==> src/rtl/ram_port_arbiter.sv <==
// Valid/ready front-end for a 1RO/1RW core RAM: port A serves instruction fetch,
// port B is shared round-robin between the data (d_*) and debug/loader (g_*) requesters.
module ram_port_arbiter #(
  parameter int p_ADDR_BITS = 32,
  parameter int p_DATA_BITS = 32,
  parameter int p_STRB_BITS = p_DATA_BITS/8
) (
  input  logic                   clk,
  input  logic                   rst_n,
  // fetch requester
  input  logic                   i_req_valid,
  output logic                   i_req_ready,
  input  logic [p_ADDR_BITS-1:0] i_req_addr,
  output logic                   i_resp_valid,
  input  logic                   i_resp_ready,
  output logic [p_DATA_BITS-1:0] i_resp_data,
  // data requester
  input  logic                   d_req_valid,
  output logic                   d_req_ready,
  input  logic [p_ADDR_BITS-1:0] d_req_addr,
  input  logic                   d_req_wen,
  input  logic [p_STRB_BITS-1:0] d_req_strb,
  input  logic [p_DATA_BITS-1:0] d_req_wdata,
  output logic                   d_resp_valid,
  input  logic                   d_resp_ready,
  output logic [p_DATA_BITS-1:0] d_resp_data,
  // debug/loader requester
  input  logic                   g_req_valid,
  output logic                   g_req_ready,
  input  logic [p_ADDR_BITS-1:0] g_req_addr,
  input  logic                   g_req_wen,
  input  logic [p_STRB_BITS-1:0] g_req_strb,
  input  logic [p_DATA_BITS-1:0] g_req_wdata,
  output logic                   g_resp_valid,
  input  logic                   g_resp_ready,
  output logic [p_DATA_BITS-1:0] g_resp_data,
  // RAM port A
  output logic [p_ADDR_BITS-1:0] addra,
  output logic                   rena,
  input  logic [p_DATA_BITS-1:0] qa,
  // RAM port B
  output logic [p_ADDR_BITS-1:0] addrb,
  output logic                   renb,
  output logic                   wenb,
  output logic [p_STRB_BITS-1:0] webb,
  output logic [p_DATA_BITS-1:0] datab,
  input  logic [p_DATA_BITS-1:0] qb
);

  localparam logic [0:0] A_IDLE   = 1'b0;
  localparam logic [0:0] A_PEND   = 1'b1;
  localparam logic [1:0] B_IDLE   = 2'd0;
  localparam logic [1:0] B_PEND_D = 2'd1;
  localparam logic [1:0] B_PEND_G = 2'd2;

  typedef struct packed {
    logic [p_ADDR_BITS-1:0] addr;
    logic                   wen;
    logic [p_STRB_BITS-1:0] strb;
    logic [p_DATA_BITS-1:0] wdata;
  } breq_t;

  function automatic logic [p_ADDR_BITS-1:0] word_idx(input logic [p_ADDR_BITS-1:0] a);
    return {2'b00, a[p_ADDR_BITS-1:2]};
  endfunction

  // ---------------- port A ----------------
  logic [0:0] st_a;
  logic       a_hs;

  assign i_resp_valid = (st_a == A_PEND);
  assign a_hs         = i_resp_valid & i_resp_ready;
  assign i_req_ready  = rst_n & ((st_a == A_IDLE) | a_hs);
  assign rena         = i_req_valid & i_req_ready;
  assign addra        = word_idx(i_req_addr);
  // RAM output holds while rena=0, so a stalled response needs no capture register
  assign i_resp_data  = qa;

  always_ff @(posedge clk or negedge rst_n) begin
    if (!rst_n)     st_a <= A_IDLE;
    else if (rena)  st_a <= A_PEND;
    else if (a_hs)  st_a <= A_IDLE;
  end

  // ---------------- port B ----------------
  logic [1:0] st_b;
  logic       rr;     // last grant: 0=d, 1=g
  logic       wr_b;   // outstanding port-B access was a write
  logic       b_free, gnt_d, gnt_g;
  breq_t      d_req, g_req, sel;

  assign d_req = '{addr: d_req_addr, wen: d_req_wen, strb: d_req_strb, wdata: d_req_wdata};
  assign g_req = '{addr: g_req_addr, wen: g_req_wen, strb: g_req_strb, wdata: g_req_wdata};

  assign d_resp_valid = (st_b == B_PEND_D);
  assign g_resp_valid = (st_b == B_PEND_G);
  assign b_free = rst_n & ((st_b == B_IDLE) |
                           (d_resp_valid & d_resp_ready) |
                           (g_resp_valid & g_resp_ready));

  // on a tie the requester that did not win last time goes first
  assign gnt_d = b_free & d_req_valid & (~g_req_valid | rr);
  assign gnt_g = b_free & g_req_valid & (~d_req_valid | ~rr);
  assign d_req_ready = gnt_d;
  assign g_req_ready = gnt_g;

  assign sel   = gnt_g ? g_req : d_req;
  assign addrb = word_idx(sel.addr);
  assign webb  = sel.strb;
  assign datab = sel.wdata;
  assign renb  = (gnt_d | gnt_g) & ~sel.wen;
  assign wenb  = (gnt_d | gnt_g) &  sel.wen;

  assign d_resp_data = wr_b ? '0 : qb;
  assign g_resp_data = wr_b ? '0 : qb;

  always_ff @(posedge clk or negedge rst_n) begin
    if (!rst_n) begin
      st_b <= B_IDLE;
      rr   <= 1'b1;
      wr_b <= 1'b0;
    end else if (gnt_d) begin
      st_b <= B_PEND_D;
      rr   <= 1'b0;
      wr_b <= sel.wen;
    end else if (gnt_g) begin
      st_b <= B_PEND_G;
      rr   <= 1'b1;
      wr_b <= sel.wen;
    end else if (b_free) begin
      st_b <= B_IDLE;
    end
  end

  // byte-offset bits are intentionally ignored
  logic unused_addr_lsbs;
  assign unused_addr_lsbs = ^{i_req_addr[1:0], sel.addr[1:0]};

endmodule

==> config.mk <==
export PLATFORM = sky130hd
export DESIGN_NAME = ram_port_arbiter
export DESIGN_NICKNAME = d
export VERILOG_FILES = /design/src/rtl/ram_port_arbiter.sv
export SDC_FILE = /design/constraint.sdc
export NUM_CORES = 1
export LEC_CHECK = 0
export BUFFER_PORTS_ARGS = -buffer_cell sky130_fd_sc_hd__buf_2
export CAP_MARGIN = 20
export CORE_AREA = 2 2 175 177
export CTS_BUF_LIST = sky130_fd_sc_hd__clkbuf_2
export DETAILED_ROUTE_END_ITERATION = 12
export DIE_AREA = 0 0 177 179
export GPL_TIMING_DRIVEN = 0
export PLACE_DENSITY = 0.39
export SKIP_CTS_REPAIR_TIMING = 1
export SLEW_MARGIN = 10
export SYNTH_ARGS = -nofsm -noshare
export SYNTH_HDL_FRONTEND = slang
export SYNTH_SLANG_ARGS = --single-unit
export TNS_END_PERCENT = 100
==> constraint.sdc <==
create_clock -name clk -period 4.4 [get_ports clk]
set_clock_uncertainty 0.2 [all_clocks]
set_input_delay 0.66 -clock clk [delete_from_list [all_inputs] [get_ports clk]]
set_output_delay 0.66 -clock clk [all_outputs]
set_load 0.05 [all_outputs]
==> results_dict.tcl <==
set metrics [dict create \
    via_per_inst 2.87 \
    drtAntennaViolNets 0 \
    rsz0062_at_grt "false" \
    worstPathCellList "buf_2 -> and3b_2 -> a31oi_4 -> or2_1 -> clkbuf_2 -> buf_6 -> buf_6 -> mux2_4 -> buf_4 -> buf_2" \
    dp_slack_ns 0.660 \
    core_area_um2 30000 \
    cts_tree "built" \
    drc_errors 0 \
    synth_top_family_by_area "buffers and inverters" \
    status "finished clean" \
    ys_warn_count 0 \
    powerDensity_nw_per_um2 472 \
    critPathMaxStageDelay_ns 0.31 \
    synth_compound_area_frac 0.0167 \
    area_growth_pct 91.6 \
    wl_mm 11.1 \
    synth_top_area_frac 0.470 \
    ys.flop_type "dfrtp_1" \
    die_y_um 179 \
    clockBufferDepth 2 \
    crit_path_max_fanout 10 \
    yosys.area.top_type "buf_4" \
    syn_area_um2 2620 \
    fin_cells 1087 \
    drt_first_pass_iters 4 \
    grt_overflow_total 0 \
    tns_ns 0 \
    wire_per_inst_um 10.2 \
    clk_latency_ns 0.22 \
    io_pins 447 \
    path_clk_slew_ns 0.07 \
    ys_ff_latch 5 \
    gp_congestion 0.708 \
    htree_num_levels 1 \
    cp_top_family "buffers and inverters" \
    ys_async_sr_fraction 1.00 \
    via_count 3116 \
    drv_slew 0 \
    cts_root_buf "clkbuf_2" \
    synth.most_common_cell "buf_4" \
    rows 64 \
    synthCells 309 \
    critPathSlowestCell "mux2_4" \
    max-vdd-ir-drop_uv 185 \
    nets 933 \
    avgSynthCellArea_um2 8.48 \
    hold_class "in2async" \
    finalHoldViolations 0 \
    synthAdderAreaFrac 0 \
    antenna_found_initial 2 \
    worst_ep_arrival_time_ns 2.77 \
    grt_pass1_vias 2752 \
    dpl.cell_count 1082 \
    synth_xor_area_frac 0 \
    grt_pass1_wl_mm 14.6 \
    die-area_um2 31700 \
    port_buffers 374 \
    maxCapViolCount 0 \
    grtUsageTotal 0.0584 \
    seq_area_frac_synth 0.0482 \
    synth_common_cells "buf_4, mux2_2, nor2b_1" \
    yosys-top-cells-area "buf_4, mux2_2, mux2_4" \
    die_w_um 177 \
    fin_crit_sh 0.824 \
    worstPathRequired_ns 3.54 \
    synth-simple-area-share 0.114 \
    drive_above_1_share 0.897 \
    hpwlAfterDp_mm 10.4 \
    cts_inserted_buffers 3 \
    cp.buffers_inverters 6 \
    clock-sinks 5 \
    end_kind "output pin" \
    post-route-min-period_ns 3.63 \
    synth_edf_count 0 \
    setup-violations-final 0 \
    grt_max_degree 11 \
    synthMuxAreaShare 0.317 \
    setup_ws_ns 0.773 \
    timing.fmax_mhz 276 \
    drt_iter0_drc 29 \
    p_leak_nw 3.00 \
    initial_core_util 0.0873 \
    start_kind "input pin" \
    crit_type "in2out" \
    ys_types 23 \
]
per-layer routing:
metal	vias to the layer above	track usage	share of wire
li1	1588	-	-
met1	1328	0.0725	0.38
met2	194	0.107	0.52
met3	4	0.0115	0.098
met4	2	0.00689	0.0038
met5	-	0	0.00063
report_power, final:
| group | leakage (nW) | switching (mW) | internal, mW |
|---|---|---|---|
| Clock | 0.0166 | 0.0231 | 0.0242 |
| Combinational | 2.92 | 1.53 | 0.699 |
| Sequential | 0.0587 | 0.0189 | 0.0685 |
| Total | 3.00 | 1.58 | 0.792 |
metrics by stage:
step,instance area (µm²),hold WS [ns],util,power [mW]
after floorplan,2630,0.164,-,1.89
after global placement,5000,0.301,0.166,2.35
after detailed placement,5000,0.305,0.166,2.35
after CTS,5020,0.0674,0.167,2.40
after global routing,5020,0.0709,0.167,2.50
final,5020,0.0813,0.167,2.37
placed cells by master (no fill, tap or decap):
cell and n:
buf_2 378, buf_4 164, mux2_2 48, nor2b_1 34, mux2_4 18, nand2_1 5
clkbuf_2 5, inv_1 4, nor2_1 4, conb_1 4, dfrtp_1 4, clkbuf_1 3
nand2b_1 3, buf_6 3, o21ai_0 3, mux2i_1 2, and2_1 2, diode_2 1
and3b_2 1, a31oi_4 1, or2_1 1, nor3_1 1, a21o_1 1, dfstp_2 1
registers in the layout, summed over array words and instances, names as in the netlist:
register	count
rr	1
i_resp_valid	1
st_b	2
wr_b	1
worst paths after layout:
| path | end | cells past startpoint | start | slack [ns] |
|---|---|---|---|---|
| max | addrb[17] | 10 | rst_n | 0.77 |
| min | i_resp_valid | 1 | rst_n | 0.08 |
| max reg2reg | st_b[1] | 7 | st_b[0] | 2.30 |
| min reg2reg | rr | 2 | rr | 0.32 |
| max in group asynchronous | rr | 1 | rst_n | 3.66 |
| min in group clk | rr | 2 | rr | 0.32 |
layout make-up:
class | count | area, µm²
timing repair buffer | 374 | 1870
fill | 3440 | 25000
inverter | 4 | 15.0
multi-input combinational | 128 | 1190
clock buffer | 4 | 20.0
antenna | 1 | 2.50
tap | 396 | 495
sequential | 5 | 126
buffer | 175 | 1300
logic make-up (layout without fill, tap and decap cells):
kind of cell | Yosys count | after routing
buffers and inverters | 179 | 557
muxes | 68 | 68
and+or+nand+nor | 51 | 51
AOI/OAI and AO/OA | 5 | 5
DFF | 5 | 5
other | 1 | 5
Power figures use the tool's default switching activity.
